<file path="src/rtl/seg7_scan_driver.sv">
// seg7_scan_driver: multiplexed 7-segment scanner; define SEG7_LZ_SUPPRESS_EN to blank leading zeros
module seg7_scan_driver #(
    parameter int NDIGITS = 4,
    parameter int DIV     = 50000,
    parameter int DEAD    = 2
) (
    input  logic                   clk,
    input  logic                   reset,
    input  logic [4*NDIGITS-1:0]   value,
    input  logic                   load,
    output logic [6:0]             seg,
    output logic [NDIGITS-1:0]     an,
    output logic                   frame
);
    localparam int CW = $clog2(DIV);
    localparam int IW = NDIGITS > 1 ? $clog2(NDIGITS) : 1;
    localparam int W  = 4 * NDIGITS;

    logic [CW-1:0]      cnt_q, cnt_d;
    logic [IW-1:0]      idx_q, idx_d;
    logic [W-1:0]       disp_q, disp_d, pdata_q, pdata_d;
    logic               pend_q, pend_d, frame_q, frame_d;
    logic [6:0]         seg_q, seg_d;
    logic [NDIGITS-1:0] an_q, an_d;
    logic               slot_end, wrap, dead, blank;
    logic [3:0]         nib;

    function automatic logic [6:0] hex7(input logic [3:0] h);
        case (h)
            4'h0: hex7 = 7'b1000000;
            4'h1: hex7 = 7'b1111001;
            4'h2: hex7 = 7'b0100100;
            4'h3: hex7 = 7'b0110000;
            4'h4: hex7 = 7'b0011001;
            4'h5: hex7 = 7'b0010010;
            4'h6: hex7 = 7'b0000010;
            4'h7: hex7 = 7'b1111000;
            4'h8: hex7 = 7'b0000000;
            4'h9: hex7 = 7'b0010000;
            4'ha: hex7 = 7'b0001000;
            4'hb: hex7 = 7'b0000011;
            4'hc: hex7 = 7'b1000110;
            4'hd: hex7 = 7'b0100001;
            4'he: hex7 = 7'b0000110;
            default: hex7 = 7'b0001110;
        endcase
    endfunction

    always_comb begin
        slot_end = cnt_q == CW'(DIV - 1);
        wrap     = slot_end && idx_q == IW'(NDIGITS - 1);
        cnt_d    = slot_end ? '0 : cnt_q + 1'b1;
        idx_d    = wrap ? '0 : idx_q + IW'(slot_end);
        // a load on the transfer cycle lands in pending while the old pending moves to display
        pdata_d  = load ? value : pdata_q;
        pend_d   = load | (pend_q & ~wrap);
        disp_d   = (wrap && pend_q) ? pdata_q : disp_q;
        frame_d  = wrap;
        nib      = disp_q[4*idx_q +: 4];
`ifdef SEG7_LZ_SUPPRESS_EN
        blank    = idx_q != '0 && (disp_q >> (4*idx_q)) == '0;
`else
        blank    = 1'b0;
`endif
        dead     = cnt_q < CW'(DEAD);
        an_d     = dead ? '1 : ~(NDIGITS'(1) << idx_q);
        seg_d    = (dead || blank) ? 7'h7f : hex7(nib);
    end

    always_ff @(posedge clk) begin
        if (reset) begin
            cnt_q   <= '0;
            idx_q   <= '0;
            disp_q  <= '0;
            pdata_q <= '0;
            pend_q  <= 1'b0;
            frame_q <= 1'b0;
            seg_q   <= 7'h7f;
            an_q    <= '1;
        end else begin
            cnt_q   <= cnt_d;
            idx_q   <= idx_d;
            disp_q  <= disp_d;
            pdata_q <= pdata_d;
            pend_q  <= pend_d;
            frame_q <= frame_d;
            seg_q   <= seg_d;
            an_q    <= an_d;
        end
    end

    assign seg   = seg_q;
    assign an    = an_q;
    assign frame = frame_q;
endmodule

</file>
<file path="config.mk">
export PLATFORM = sky130hd
export DESIGN_NAME = seg7_scan_driver
export DESIGN_NICKNAME = d
export VERILOG_FILES = /design/src/rtl/seg7_scan_driver.sv
export SDC_FILE = /design/constraint.sdc
export NUM_CORES = 1
export LEC_CHECK = 0
export ABC_AREA = 1
export ABC_CLOCK_PERIOD_IN_PS = 2680
export CORE_AREA = 2 2 108 110
export DETAILED_ROUTE_END_ITERATION = 6
export DIE_AREA = 0 0 110 112
export MAX_ROUTING_LAYER = met4
export PLACE_DENSITY_LB_ADDON = 0.3
export SLEW_MARGIN = 30
export SYNTH_ARGS = -nofsm -noshare
export SYNTH_HDL_FRONTEND = slang
export SYNTH_SLANG_ARGS = --single-unit
</file>
<file path="constraint.sdc">
create_clock -name clk -period 2.68 [get_ports clk]
set_clock_uncertainty 0.05 [all_clocks]
set_input_delay 0.536 -clock clk [delete_from_list [all_inputs] [get_ports clk]]
set_output_delay 0.536 -clock clk [all_outputs]
set_load 0.03 [all_outputs]
</file>
==> flow_summary_export.csv, run 1 <==
group,metric,value,unit
setup_path,startpoint_type,"flip-flop",
global_route,grt_pass1_wl,10700,µm
global_route,grt_usage,0.112,
sta,timing.final.ws_setup,0.585,ns
route,vias,2466,
pwr,irDropWorstVdd,0.294,mV
setup_path,reg2reg_slack,0.59,ns
clocking,clk_pin_slew_worst_paths,0.06,ns
cells_and_area,layout.cells.non_filler,587,
logic_synthesis,ys_warn_count,0,
place,hpwl,4380,µm
clocking,insertion_delay,0.32,ns
clocking,cts_buffer_depth,2,
route,drt_iter0_markers,130,
pwr,p_switching,0.518,mW
cells_and_area,insertedDiodeCount,0,
pwr,pwr-share-comb,0.053,
pwr,p_int,1.85,mW
logic_synthesis,synth_compound_area_frac,0.0577,
pwr,powerDensity,655,nW/µm²
floorplanning,die_x,110,µm
clocking,cts_tree,"done",
logic_synthesis,synth_top_family_by_area,"simple AND/OR/NAND/NOR gates",
sta,min_period,2.09,ns
place,post-place-ws,0.352,ns
setup_path,rr_worst_depth,10,
clocking,cts_buffers,9,
floorplanning,boundaryPins,31,
setup_path,critPathMaxFanout,13,
setup_path,crit_end,"seg[5]$_SDFF_PP1_",
floorplanning,std_cell_rows,39,
logic_synthesis,syn-num-nets,434,
route,routed_via_density,4.20,
global_route,overflow,0,
sta,clock.fmax,0.477,GHz
route,ant_nets,0,
clocking,htree_num_levels,3,
floorplanning,die_h,112,µm
setup_path,critPathArrivalTime,2.25,ns
global_route,first_global_vias,2254,
cells_and_area,layout.nets,466,
pwr,p_clk_frac,0.531,
clocking,cts_setup_buffers,0,
sta,hold_viol,0,
setup_path,critical_path_class,"flip-flop to flip-flop",
setup_path,crit_required,2.84,ns
logic_synthesis,synth_cells,407,
run,cap_violations,0,
pwr,power.total,2.37,mW
sta,fin_crit_sh,0.782,
route,drc,0,
sta,finalSetupViolations,0,
cells_and_area,final_util,0.323,
clocking,cts_root_buffer,"clkbuf_16",
logic_synthesis,synth_fa_ha_area_frac,0.0350,
cells_and_area,area_growth,26.3,%
clocking,ctsHoldBuffers,0,
floorplanning,start_util,0.256,
logic_synthesis,synth_area,2860,µm²
status,outcome,"complete, no violations",
sta,hold_slack,0.400,ns
global_route,grt_max_degree,34,
floorplanning,dieArea,12300,µm²
clocking,clock-sinks,63,
cells_and_area,design_area,3610,µm²
logic_synthesis,synth_xor_area_frac,0.0184,
min_path,hold_class,"flip-flop to flip-flop",
sta,slew_headroom,0.671,
floorplanning,core,11200,µm²
setup_path,crit_start,"idx_q[0]$_SDFF_PP0_",
clocking,post_cts_resized,0,
route,wl,6120,µm
route,wl_per_cell,10.4,µm
logic_synthesis,synthSimpleGateAreaFrac,0.371,
global_route,antenna_found_initial,0,
cells_and_area,layout_common_cells,"nor2_1, nand2_1, dfxtp_1",
sta,drv_slew,0,
pwr,switching_share,0.219,
sta,tns,0,ns
route,drtPass1Iterations,4,
place,io_buffers,30,
logic_synthesis,ys_seq_elements,63,
logic_synthesis,ys_seq_area_frac,0.441,
setup_path,cp-end-kind,"flip-flop",
logic_synthesis,synthDistinctLibCells,28,
logic_synthesis,avgSynthCellArea,7.03,µm²
cells_and_area,drive_gt1_frac,0.0788,
logic_synthesis,muxShareOfSynthArea,0,
place,dp.cells,571,
setup_path,r2r-end,"seg[5]$_SDFF_PP1_",
setup_path,regToRegStartpoint,"idx_q[0]$_SDFF_PP0_",
place,gp_congestion,0.868,
pwr,leakage,1.56,nW
pwr,p_seq_frac,0.416,
sta,rsz0062_at_grt,"no",
cells_and_area,fill_cells,1201,
place,placed_area,3280,µm²
sta,worstMarginPinSlew,0.493,ns
-- layout make-up --
class,instances,area [µm²],share of cell area
clock inverter,7,104,0.0287
tap,143,179,0.0495
multi-input combinational,292,1380,0.382
timing repair buffer,31,308,0.0852
clock buffer,9,225,0.0623
inverter,42,158,0.0436
sequential,63,1260,0.349
-- power by group through the flow --
stage	Combinational, mW	Clock [mW]	Sequential, mW
floorplan	0.0504	0	1.02
global placement	0.127	0	1.00
detailed placement	0.128	0	1.00
CTS	0.128	1.29	0.984
global route	0.140	1.34	0.987
finish	0.126	1.26	0.984
-- worst min path at each step --
| stage | cells past startpoint | start | slack (ns) | end |
|---|---|---|---|---|
| 6_report | 1 | cnt_q[0]$_SDFF_PP0_ | 0.40 | cnt_q[0]$_SDFF_PP0_ |
| 3_5_place_dp | 1 | cnt_q[0]$_SDFF_PP0_ | 0.39 | cnt_q[0]$_SDFF_PP0_ |
| 4_1_cts | 1 | cnt_q[0]$_SDFF_PP0_ | 0.40 | cnt_q[0]$_SDFF_PP0_ |
| 5_1_grt | 1 | cnt_q[0]$_SDFF_PP0_ | 0.43 | cnt_q[0]$_SDFF_PP0_ |
| 3_3_place_gp | 1 | cnt_q[0]$_SDFF_PP0_ | 0.38 | cnt_q[0]$_SDFF_PP0_ |
| 2_1_floorplan | 1 | cnt_q[0]$_SDFF_PP0_ | 0.37 | cnt_q[0]$_SDFF_PP0_ |
-- cell usage after synthesis --
cell,number,area [µm²]
nand2_1,97,364
buf_2,3,15.0
xor2_1,5,43.8
nor2_2,1,6.26
nor2_8,1,20.0
inv_2,4,15.0
clkinv_1,3,11.3
xnor2_1,1,8.76
ha_1,8,100
nand2_2,6,37.5
dfxtp_1,63,1260
nor3_1,3,15.0
nor3_2,2,20.0
nand3_1,27,135
o21ai_1,2,10.0
a21oi_1,9,45.0
o21ai_0,22,110
nand4_4,1,21.3
nor2_4,2,22.5
inv_1,35,131
nand3_2,1,10.0
nor3b_1,1,7.51
buf_4,2,15.0
clkbuf_1,3,11.3
nor2_1,97,364
buf_6,2,22.5
nor2b_1,1,6.26
nand4_1,5,31.3
-- critical path: stages (launching register included) --
cell     delay [ns]
dfxtp_1        0.59
nor2_1         0.13
nand2_1        0.10
nand2_1        0.05
nor2_1         0.35
inv_1          0.15
ha_1           0.25
nand2_1        0.11
o21ai_0        0.09
nand2_1        0.07
nand2_1        0.04
-- sequential cells by signal, indices dropped and copies added (netlist names) --
signal and count:
disp_q 16, frame 1, pend_q 1, cnt_q 16, an 4, idx_q 2
pdata_q 16, seg 7
-- logic make-up (layout without fill, tap and decap cells) --
kind of cell,count (synthesis),count (layout)
compound gates,33,33
xor+xnor,6,6
fa+ha+maj,8,8
buf+inv,52,89
flops,63,63
simple gates,245,245
-- routing by layer --
metal,GRT usage,up-vias,wire length (µm)
met5,-,-,0
met4,0.0371,0,70
met3,0.0275,4,245
met2,0.159,52,2690
met1,0.155,1081,3120
li1,-,1329,-
No activity file was read; power rests on OpenSTA's default activity.
==> run 2: changes to the inputs <==
ABC_CLOCK_PERIOD_IN_PS = 2150   (was 2680)
clock period = 2.15 ns   (was 2.68 ns; I/O delays follow)
==> flow_summary_export.csv, run 2 (synthesized netlist as in run 1, its figures left out) <==
group,metric,value,unit
global_route,overflow,0,
route,wl,6050,µm
sta,min_period,1.87,ns
sta,slew_headroom,0.698,
sta,finalSetupViolations,0,
cells_and_area,layout.nets,467,
clocking,insertion_delay,0.33,ns
run,cap_violations,0,
global_route,grt_max_degree,33,
floorplanning,dieArea,12300,µm²
clocking,clock-sinks,63,
cells_and_area,regArea,1260,µm²
global_route,first_global_vias,2269,
clocking,clk_pin_slew_worst_paths,0.06,ns
cells_and_area,reg_top3,"cnt_q (16), disp_q (16), pdata_q (16)",
global_route,grt_pass1_wl,10300,µm
cells_and_area,insertedDiodeCount,0,
setup_path,regToRegStartpoint,"idx_q[1]$_SDFF_PP0_",
cells_and_area,layout.cells.non_filler,588,
cells_and_area,layout_common_cells,"nor2_1, nand2_1, dfxtp_1",
sta,hold_viol,0,
clocking,cts_tree,"done",
setup_path,cp-end-kind,"flip-flop",
route,wl_per_cell,10.3,µm
sta,clock.fmax,0.536,GHz
setup_path,critPathMaxFanout,7,
floorplanning,core,11200,µm²
floorplanning,start_util,0.256,
pwr,leakage,1.54,nW
clocking,cts_setup_buffers,0,
clocking,cts_buffers,9,
clocking,htree_num_levels,3,
route,routed_via_density,4.08,
min_path,hold_class,"flip-flop to flip-flop",
cells_and_area,area_growth,24.9,%
min_path,hold_start,"cnt_q[0]$_SDFF_PP0_",
route,vias,2400,
status,outcome,"complete, no violations",
setup_path,critical_path_class,"flip-flop to flip-flop",
sta,worstMarginPinSlew,0.452,ns
global_route,antenna_found_initial,0,
place,gp_congestion,0.835,
clocking,cts_buffer_depth,2,
floorplanning,boundaryPins,31,
floorplanning,std_cell_rows,39,
setup_path,critPathArrivalTime,2.03,ns
floorplanning,die_h,112,µm
route,ant_nets,0,
pwr,power.total,2.74,mW
pwr,irDropWorstVdd,0.465,mV
place,io_buffers,30,
cells_and_area,fill_cells,1212,
route,drc,0,
route,drt_iter0_markers,100,
clocking,cts_root_buffer,"clkbuf_16",
setup_path,crit_start,"idx_q[1]$_SDFF_PP0_",
cells_and_area,drive_gt1_frac,0.0831,
place,dp.cells,572,
sta,fin_crit_sh,0.868,
place,hpwl,4350,µm
sta,rsz0062_at_grt,"no",
floorplanning,die_x,110,µm
global_route,grt_usage,0.111,
sta,tns,0,ns
cells_and_area,multiInputGateArea,1380,µm²
setup_path,startpoint_type,"flip-flop",
sta,drv_slew,0,
route,drtPass1Iterations,4,
setup_path,crit_required,2.32,ns
pwr,powerDensity,766,nW/µm²
## run 2: power by group
part           internal, mW  switching [mW]  leakage (nW)
Clock                 0.793           0.561         0.137
Sequential             1.21          0.0186         0.515
Combinational        0.0731          0.0848         0.893
Total                  2.07           0.665          1.54
## run 2: repair_timing
item | 4_1_cts | 5_1_grt
endpoints found under the setup margin | 0 | 2
resized for setup | 0 | 1
hold buffers | 0 | 0
## run 2: area by class of cell
class	count	area share
well taps	143	0.0501
repair buffers	32	0.0882
clock buffers	9	0.0630
multi-input cells	292	0.386
inverters	42	0.0441
clock inverters	7	0.0158
flip-flops and latches	63	0.353
## run 2: critical path, cell delays in order, from the launching register on
cell	delay (ns)
dfxtp_1	0.42
inv_2	0.10
nand3_1	0.07
o21ai_0	0.08
nor2_1	0.34
inv_1	0.16
ha_1	0.25
nand2_1	0.10
o21ai_0	0.09
nand2_1	0.06
nand2_1	0.04
## run 2: final timing paths
path	slack [ns]	end	cells after the start
hold reg to reg	0.39	cnt_q[0]$_SDFF_PP0_	1
setup / recovery	0.28	seg[5]$_SDFF_PP1_	10
setup reg to reg	0.28	seg[5]$_SDFF_PP1_	10
hold / removal	0.39	cnt_q[0]$_SDFF_PP0_	1
## run 2: metrics by stage
stage          area, µm²  setup WS [ns]   util  hold WS (ns)
6_report            3570          0.285  0.320         0.392
5_1_grt             3570         0.0137  0.320         0.419
4_1_cts             3570          0.179  0.320         0.395
3_5_place_dp        3290          0.195  0.295         0.387
3_3_place_gp        3290          0.287  0.295         0.384
2_1_floorplan       2860          0.462      -         0.367
## run 2: routing by layer
layer	routed length, µm	GRT usage	vias up
met4	16	0.0582	0
met2	2730	0.154	41
li1	-	-	1332
met3	235	0.0263	2
met1	3060	0.149	1025
met5	0	-	-
==> run 3: changes to the inputs <==
--- a/config.mk
+++ b/config.mk
@@ -9,5 +9,6 @@
 export ABC_CLOCK_PERIOD_IN_PS = 2150
-export CORE_AREA = 2 2 108 110
+export CORE_AREA = 2 2 76 78
+export CTS_CLUSTER_SIZE = 28
 export DETAILED_ROUTE_END_ITERATION = 6
-export DIE_AREA = 0 0 110 112
+export DIE_AREA = 0 0 78 80
 export MAX_ROUTING_LAYER = met4
--- a/constraint.sdc
+++ b/constraint.sdc
@@ -4,2 +4,2 @@
 set_output_delay 0.43 -clock clk [all_outputs]
-set_load 0.03 [all_outputs]
+set_load 0.005 [all_outputs]
==> flow_summary_export.csv, run 3 (synthesized netlist as in run 1, its figures left out) <==
group,metric,value,unit
cells_and_area,layout.nets,467,
floorplanning,die_x,78,µm
clocking,cts_buffers,9,
setup_path,critical_path_class,"flip-flop to flip-flop",
place,gp_congestion,0.922,
setup_path,critPathArrivalTime,2.02,ns
pwr,power.total,2.46,mW
setup_path,startpoint_type,"flip-flop",
floorplanning,core,5410,µm²
global_route,grt_usage,0.199,
clocking,cts_root_buffer,"clkbuf_8",
setup_path,crit_required,2.32,ns
sta,fin_crit_sh,0.862,
clocking,clock-sinks,63,
setup_path,crit_top_cell,"nand2_1",
status,outcome,"complete, no violations",
route,ant_nets,0,
run,cap_violations,0,
clocking,cts_setup_buffers,0,
route,routed_via_density,4.80,
sta,hold_slack,0.403,ns
sta,slew_headroom,0.708,
clocking,insertion_delay,0.34,ns
clocking,cts_buffer_depth,2,
cells_and_area,drive_gt1_frac,0.0788,
route,wl_per_cell,10.3,µm
setup_path,slowest_stage,"dfxtp_2",
clocking,clk_pin_slew_worst_paths,0.07,ns
global_route,grt_pass1_wl,9620,µm
sta,min_period,1.85,ns
cells_and_area,final_common_cell,"nand2_1",
clocking,htree_num_levels,3,
setup_path,path_buf_inv,1,
floorplanning,die_h,80,µm
floorplanning,start_util,0.529,
sta,rsz0062_at_grt,"no",
cells_and_area,insertedDiodeCount,0,
setup_path,critPathMaxFanout,13,
sta,hold_viol,0,
global_route,overflow,0,
global_route,first_global_vias,2286,
cells_and_area,layout_common_cells,"nand2_1, nor2_1, dfxtp_1",
route,vias,2478,
route,wl,5320,µm
sta,tns,0,ns
cells_and_area,area_growth,19.5,%
pwr,leakage,1.51,nW
global_route,antenna_found_initial,0,
pwr,powerDensity,719,nW/µm²
cells_and_area,reg_top3,"cnt_q (16), disp_q (16), pdata_q (16)",
setup_path,worstPathCellList,"nand2_1, inv_2, nand2_1, nand2_1, a21oi_1, ha_1, nand2_1, nor2_1, nor2_1, nand2_1",
setup_path,critical_path.top_delay_family,"simple AND/OR/NAND/NOR gates",
sta,drv_slew,0,
place,hpwl,3820,µm
min_path,hold_class,"flip-flop to flip-flop",
global_route,grt_max_degree,33,
floorplanning,std_cell_rows,27,
floorplanning,boundaryPins,31,
pwr,irDropWorstVdd,0.530,mV
sta,clock.fmax,0.540,GHz
sta,worstMarginPinSlew,0.437,ns
cells_and_area,final_util,0.633,
place,io_buffers,30,
sta,finalSetupViolations,0,
route,drt_iter0_markers,142,
floorplanning,dieArea,6240,µm²
setup_path,cp-end-kind,"flip-flop",
route,drc,0,
setup_path,cp_slowest_stage_delay,0.40,ns
route,drtPass1Iterations,4,
clocking,cts_tree,"done",
run 3: where the power goes:
part / switching [mW] / leakage (nW) / internal [mW] / total, mW
Clock: 0.423 / 0.103 / 0.679 / 1.10
Combinational: 0.0605 / 0.894 / 0.0728 / 0.133
Sequential: 0.0184 / 0.515 / 1.21 / 1.22
Total: 0.502 / 1.51 / 1.96 / 2.46
run 3: stage by stage:
stage / worst slack (ns) / area (µm²) / std cells
3_5_place_dp: 0.0889 / 3200 / 501
3_3_place_gp: 0.123 / 3200 / 501
6_report: 0.298 / 3420 / 516
5_1_grt: 0.0809 / 3420 / 516
2_1_floorplan: 0.462 / 2860 / 407
4_1_cts: 0.0693 / 3420 / 516
run 3: what timing repair did:
| item | CTS | global route |
|---|---|---|
| endpoints found under the setup margin | 0 | 7 |
| gates resized for setup | 0 | 2 |
| hold buffers | 0 | 0 |
run 3: layout make-up:
| class | instances | area, µm² |
|---|---|---|
| fillers | 507 | 1990 |
| multi-input cells | 292 | 1380 |
| flip-flops and latches | 63 | 1260 |
| repair buffers | 32 | 315 |
| inverters | 42 | 158 |
| clock buffers | 12 | 145 |
| well taps | 72 | 90.1 |
| clock inverters | 3 | 67.6 |
run 3: path summary, 6_finish.rpt:
check | from | endpoint | slack [ns] | cells past startpoint
worst max register to register | idx_q[0]$_SDFF_PP0_ | seg[1]$_SDFF_PP1_ | 0.30 | 10
worst max-delay path | idx_q[0]$_SDFF_PP0_ | seg[1]$_SDFF_PP1_ | 0.30 | 10
worst min register to register | cnt_q[0]$_SDFF_PP0_ | cnt_q[0]$_SDFF_PP0_ | 0.40 | 1
worst min-delay path | cnt_q[0]$_SDFF_PP0_ | cnt_q[0]$_SDFF_PP0_ | 0.40 | 1
run 3: per-layer routing:
layer / GRT usage / vias up / share of wire
met5: - / - / 0
met4: 0.107 / 0 / 0.013
met3: 0.0385 / 7 / 0.049
met2: 0.322 / 59 / 0.47
met1: 0.236 / 1081 / 0.47
li1: - / 1331 / -
